**src/rtl/rom_dl_ctrl.sv**
```systemverilog
// rom_dl_ctrl: ioctl download router and core reset sequencer for the Bagman core.
//   clk_sys/reset_n : system clock, async active-low reset
//   ext_reset       : sync user/OSD reset request
//   ioctl_*         : hps_io download stream (index 0 ROM, 1 variant, 254 DIP)
//   dn_addr/data/wr : ROM loader port to the core
//   dipsw, mod_*    : captured DIP bytes and decoded board-variant flags
//   core_reset      : core held in reset except in RUN
//   rom_loaded      : a ROM image has been completely downloaded
//   rom_overflow    : sticky, a ROM byte beyond 2^ROM_AW was dropped
module rom_dl_ctrl #(
  parameter int ROM_AW = 17,
  parameter int HOLD_CYCLES = 1024
) (
  input  logic              clk_sys,
  input  logic              reset_n,
  input  logic              ext_reset,
  input  logic              ioctl_download,
  input  logic              ioctl_wr,
  input  logic [7:0]        ioctl_index,
  input  logic [24:0]       ioctl_addr,
  input  logic [7:0]        ioctl_dout,
  output logic [ROM_AW-1:0] dn_addr,
  output logic [7:0]        dn_data,
  output logic              dn_wr,
  output logic [63:0]       dipsw,
  output logic              mod_sbag,
  output logic              mod_pick,
  output logic              mod_squa,
  output logic              core_reset,
  output logic              rom_loaded,
  output logic              rom_overflow
);
  localparam int CW = $clog2(HOLD_CYCLES);
  typedef enum logic [1:0] {IDLE, LOAD, HOLD, RUN} state_t;
  state_t state, state_n;
  logic [CW-1:0] cnt;
  logic [7:0] mod;
  logic rom_seen;
  logic load_wr, in_range, rom_wr, ovf_wr, mod_wr, dip_wr, reload;
  // Writes only count while in LOAD, so the strobe in the cycle the download
  // is first sampled is dropped, but the one in the falling cycle is kept.
  assign load_wr  = state == LOAD && ioctl_wr;
  assign in_range = ioctl_addr[24:ROM_AW] == '0;
  assign rom_wr   = load_wr && ioctl_index == 8'd0 && in_range;
  assign ovf_wr   = load_wr && ioctl_index == 8'd0 && !in_range;
  assign mod_wr   = load_wr && ioctl_index == 8'd1;
  assign dip_wr   = load_wr && ioctl_index == 8'd254 && ioctl_addr[24:3] == '0;
  // A fresh hold starts on entry to HOLD, and ext_reset restarts a running one.
  assign reload   = state_n == HOLD && (state != HOLD || ext_reset);
  always_ff @(posedge clk_sys or negedge reset_n)
    if (!reset_n) state <= IDLE;
    else state <= state_n;
  always_comb begin
    state_n = state;
    case (state)
      IDLE:    state_n = ioctl_download ? LOAD : IDLE;
      LOAD:    state_n = ioctl_download ? LOAD : HOLD;
      HOLD:    state_n = ioctl_download ? LOAD : (ext_reset || cnt != '0) ? HOLD : rom_loaded ? RUN : IDLE;
      RUN:     state_n = ioctl_download ? LOAD : ext_reset ? HOLD : RUN;
      default: state_n = IDLE;
    endcase
  end
  always_comb core_reset = state != RUN;
  always_ff @(posedge clk_sys or negedge reset_n)
    if (!reset_n) begin
      cnt          <= '0;
      dn_addr      <= '0;
      dn_data      <= '0;
      dn_wr        <= 1'b0;
      dipsw        <= '0;
      mod          <= '0;
      mod_sbag     <= 1'b0;
      mod_pick     <= 1'b0;
      mod_squa     <= 1'b0;
      rom_seen     <= 1'b0;
      rom_loaded   <= 1'b0;
      rom_overflow <= 1'b0;
    end else begin
      cnt          <= reload ? CW'(HOLD_CYCLES - 1) : (state == HOLD && cnt != '0) ? cnt - CW'(1) : cnt;
      dn_wr        <= rom_wr;
      dn_addr      <= rom_wr ? ioctl_addr[ROM_AW-1:0] : dn_addr;
      dn_data      <= rom_wr ? ioctl_dout : dn_data;
      mod          <= mod_wr ? ioctl_dout : mod;
      mod_sbag     <= mod == 8'd1;
      mod_pick     <= mod == 8'd2;
      mod_squa     <= mod == 8'd3;
      rom_seen     <= (state != LOAD && state_n == LOAD) ? 1'b0 : rom_seen | rom_wr;
      // The same-cycle write is folded in so a byte on the falling edge counts.
      rom_loaded   <= rom_loaded | (state == LOAD && !ioctl_download && (rom_seen | rom_wr));
      rom_overflow <= rom_overflow | ovf_wr;
      for (int i = 0; i < 8; i++)
        if (dip_wr && ioctl_addr[2:0] == 3'(i)) dipsw[8*i +: 8] <= ioctl_dout;
    end
endmodule
```
**config.mk**
```make
export PLATFORM = sky130hd
export DESIGN_NAME = rom_dl_ctrl
export DESIGN_NICKNAME = d
export VERILOG_FILES = /design/src/rtl/rom_dl_ctrl.sv
export SDC_FILE = /design/constraint.sdc
export NUM_CORES = 1
export LEC_CHECK = 0
export CAP_MARGIN = 5
export CORE_ASPECT_RATIO = 0.7
export CORE_MARGIN = 3
export CORE_UTILIZATION = 40
export CTS_CLUSTER_SIZE = 30
export DETAILED_ROUTE_END_ITERATION = 12
export PLACE_DENSITY = 0.77
export SETUP_SLACK_MARGIN = 0.4
export SLEW_MARGIN = 5
export SYNTH_ARGS = -nofsm -noshare
export SYNTH_HDL_FRONTEND = slang
export SYNTH_SLANG_ARGS = --single-unit
```
**constraint.sdc**
```tcl
create_clock -name clk_sys -period 3.07 [get_ports clk_sys]
set_input_delay 0.307 -clock clk_sys [delete_from_list [all_inputs] [get_ports clk_sys]]
set_output_delay 0.307 -clock clk_sys [all_outputs]
set_load 0.01 [all_outputs]
```
---- After elaboration in Yosys (flattened, before gate mapping) ----
Index checks and enable logic that the tools add are counted.
operators by class
  bitwise gates (word level) .............. 3
  equality and inequality tests ........... 20
  reductions and logical operators ........ 31
  $add $sub $neg .......................... 1
  muxes and demuxes ....................... 11
operator list
  cell                                                                  count
  22-bit zero test                                                      1
  1-bit logical AND                                                     20
  10-bit two-way mux                                                    2
  8-bit by 1-bit == test with 1-bit output, second input constant       2
  8-bit by 2-bit == test with 1-bit output, second input constant       2
  8-bit zero test                                                       2
  3-bit == test, second input constant                                  4
  2-bit two-way mux                                                     5
  10-bit nonzero test                                                   1
  10-bit by 1-bit subtractor with 10-bit output, second input constant  1
  8-bit == test, second input constant                                  1
  2-bit case mux with 4 select lines                                    1
  2-bit == test, second input constant                                  3
  3-bit by 2-bit == test with 1-bit output, second input constant       2
  2-bit by 1-bit == test with 1-bit output, second input constant       2
  2-bit != test, second input constant                                  2
  3-bit by 1-bit == test with 1-bit output, second input constant       1
  3-bit zero test                                                       1
  1-bit two-way mux                                                     3
  1-bit OR                                                              3
  1-bit zero test                                                       2
  2-bit zero test                                                       1
  1-bit logical OR                                                      2
  2-bit by 1-bit != test with 1-bit output, second input constant       1
  2-bit nonzero test                                                    1
storage, ports and cells
  register bits ........................... 116
  output and inout bits ................... 96
  logic and storage cells ................. 86
  input bits .............................. 46

---- Depth between registers and ports, before layout ----
  depth after elaboration ................. 8
  gate-level depth with buffers ........... 6
  gate-level depth less buffers ........... 6

---- Least setup slack after synthesis ----
No wires, ideal clock.
  path type ............................... input-to-reg
  start point ............................. in ioctl_addr[5]
  end point ............................... reg dipsw[24]
  path buffers ............................ 1
  stages on the path ...................... 5
  setup slack ............................. 0.679 ns
  required time ........................... 2.945 ns
  data arrival time ....................... 2.266 ns
  setup time .............................. 0.125 ns
  cells stage by stage .................... or4_4 nor4_4 and4_1 buf_6 mux2_4
on the way
  cells in the longest elaborated chain, start to end .. 3
ends and longest elaborated chain
  element                         RTL line  source
  start: declaration              20        input logic [24:0] ioctl_addr,
  22-bit zero test                47        assign dip_wr = load_wr && ioctl_index == 8'd254 && ioctl_addr[24:3] == '0;
  1-bit logical AND               47
  1-bit logical AND               92        if (dip_wr && ioctl_addr[2:0] == 3'(i)) dipsw[8*i +: 8] <= ioctl_dout;
  end signal: indexed assignment  92
  end: declaration                25        output logic [63:0] dipsw,
Every way passes these cells.
A chain may end at the register's enable or synchronous reset.

---- Final worst setup path ----
  start point ............................. in ioctl_addr[5]
  end point ............................... reg dipsw[25]
The elaborated chain is that of the path after synthesis.

==> impl_metrics.env <==
export IMPL_outcome="finished clean"
export IMPL_placed_area_mm2=0.00651
export IMPL_ir_worst_vdd_mv=0.404
export IMPL_die_w_um=138
export IMPL_arrival_ps=2560
export IMPL_max_cap_violations=0
export IMPL_clock_latency_ps=400
export IMPL_antenna_found_initial=0
export IMPL_synth_warnings=0
export IMPL_cp_num_buf_inv=3
export IMPL_avgViaCountPerCell=5.16
export IMPL_io_pins=142
export IMPL_first_global_vias=3713
export IMPL_drt_first_pass_iters=4
export IMPL_skew_ps=8.69
export IMPL_slew_headroom_pct=59.6
export IMPL_rsz0062_at_grt="no"
export IMPL_crit_path_top_delay_cell="or4_4"
export IMPL_die_area_mm2=0.0136
export IMPL_diodes=0
export IMPL_syn_area_per_cell_um2=14.7
export IMPL_ys_flop_type="dfrtp_1"
export IMPL_crit_fanout=8
export IMPL_tns_ps=0
export IMPL_layout_setup_ws_ps=793
export IMPL_pre_cts_ws_ps=381
export IMPL_cts_tree="done"
export IMPL_synth_fp_nets=381
export IMPL_setup_violations_final=0
export IMPL_hold_viol=0
export IMPL_powerDensity_mw_per_mm2=522
export IMPL_initial_utilization_pct=41.4
export IMPL_hpwl_um=8840
export IMPL_final_cell_mix="clkdlybuf4s50_1 (140), dfrtp_1 (116), mux2_2 (80), clkbuf_16 (17), nand2_1 (11)"
export IMPL_drcViolationCount=0
export IMPL_synthCells=333
export IMPL_synth_edf_count=0
export IMPL_crit_required_ps=3350
export IMPL_crit_family="simple AND/OR/NAND/NOR gates"
export IMPL_post_cts_buffers=0
export IMPL_drive_above_1_share_pct=27.7
export IMPL_worstSetupStartpointType="input port"
export IMPL_grt_pass1_wl_um=20200
export IMPL_ys_seq_area_share_pct=59.2
export IMPL_synthesis_area_mm2=0.00490
export IMPL_finalCritPeriodShare_pct=74.2
export IMPL_h_tree_depth=4
export IMPL_power_w=0.00371
export IMPL_synth_distinct_cells=46
export IMPL_area_growth_syn_to_layout_pct=45.0
export IMPL_path_cells="clkdlybuf4s50_1 -> or4_4 -> nor4_4 -> buf_4 -> and4_1 -> buf_4 -> mux2_4"
export IMPL_reg2regPathDepth=5
export IMPL_mostFrequentLayoutCell="clkdlybuf4s50_1"
export IMPL_hp_class="in -> async"
export IMPL_whs_ps=431
export IMPL_portBuffers=141
export IMPL_fmaxAchievable_mhz=439
export IMPL_cts_hold_buf=1
export IMPL_timing_rr_end="dipsw[18]"
export IMPL_path_clk_slew_ps=50
export IMPL_drt_total_wl_um=12600
export IMPL_overflow=0
export IMPL_synth_seq_cells=116
export IMPL_fillers=906
export IMPL_vias=3367
export IMPL_grtUsageTotal_pct=19.2
export IMPL_place_gp_congestion=0.864
export IMPL_cts_buffer_depth=2
export IMPL_grt_max_degree=77
export IMPL_leakagePower_nw=3.37
export IMPL_die_height_um=98.6
export IMPL_fin_crit_ps=2280
export IMPL_cts_root_buf="clkbuf_16"
export IMPL_slew_viol_final=0
export IMPL_core_area_mm2=0.0119
export IMPL_post_cts_resized=0
export IMPL_reg2reg_slack_ps=800
export IMPL_stdcell_area_mm2=0.00711
export IMPL_cp_end_kind="flip-flop"
export IMPL_critPathMostFrequentCell="buf_4"
export IMPL_clkSinkCount=116
export IMPL_placementRows=33
export IMPL_drt_iter0_drc=133
export IMPL_nets=534
export IMPL_post_drt_wl_per_cell_um=19.3
export IMPL_worst_pin_slew_ps=602
export IMPL_postSynth_asyncResetShare_pct=100
export IMPL_antenna_left=0
export IMPL_regToRegStartpoint="state[1]"
export IMPL_cpPeakStageDelay_ps=560
export IMPL_crit_type="in -> reg"
export IMPL_cts_buffers_inserted=17
[sequential cells by signal, indices dropped and copies added (netlist names), 2 cells and up]
name and flops:
state 2, dn_addr 17, cnt 10, mod 8, dipsw 64, dn_data 8
[power breakdown]
| group | total [W] | switching, W | internal, W |
|---|---|---|---|
| combinational | 0.000183 | 0.000100 | 0.0000826 |
| clock | 0.00197 | 0.000629 | 0.00134 |
| sequential | 0.00156 | 0.0000123 | 0.00154 |
[layout make-up]
type	instances	area, µm²	area share [%]
flip-flops and latches	116	2900	40.8
multi-input cells	198	1930	27.1
inverters	5	18.8	0.264
repair buffers	148	1480	20.8
clock inverters	4	97.6	1.37
clock buffers	24	492	6.92
well taps	157	196	2.76
[synth_stat cells (all sizes together) (3+ instances only)]
library cell,n,area share [%]
nor2,7,0.54
dfrtp,116,59
nor3,9,1.3
nand2,11,0.84
nor3b,4,0.61
nor4,5,1.3
nand4,8,3.2
clkbuf,3,0.23
mux2,97,23
xnor2,4,0.71
a211oi,3,0.46
and3b,3,0.54
o21ai,5,0.51
a21oi,6,0.61
buf,11,1.0
inv,5,0.38
and3,5,0.64
or4,6,1.1
[metal layers]
layer,vias up,global-route usage [%],wire length [µm]
met1,1700,23.3,5360
met2,135,30.1,5720
li1,1517,-,-
met4,0,5.24,117
met3,15,10.3,1380
met5,-,0,0
[kinds of logic after synthesis]
kind of cell             share of synthesized area, %
XOR/XNOR                                        0.714
AND/OR/NAND/NOR                                  12.5
AO/OA/AOI/OAI                                    2.55
buffers and inverters                            1.66
adder cells (fa/ha/maj)                         0.510
flip-flops                                       59.2
multiplexers                                     22.9
[worst max path at each step]
stage	slack, ps	depth (start not counted)	to	start
final	790	7	dipsw[25]	ioctl_addr[5]
after global routing	710	5	dipsw[18]	state[1]
after CTS	790	5	dipsw[18]	state[1]
after detailed placement	380	7	dipsw[30]	ioctl_addr[5]
after global placement	370	7	dipsw[28]	ioctl_addr[5]
after floorplan	680	5	dipsw[24]	ioctl_addr[5]
[metrics by stage]
stage / instances / utilization (%)
after floorplan: 333 / -
after global placement: 623 / 54.9
after detailed placement: 623 / 54.9
after CTS: 652 / 60.0
after global routing: 652 / 60.0
final: 652 / 60.0
Note: power is estimated with default switching activity, not from simulation.
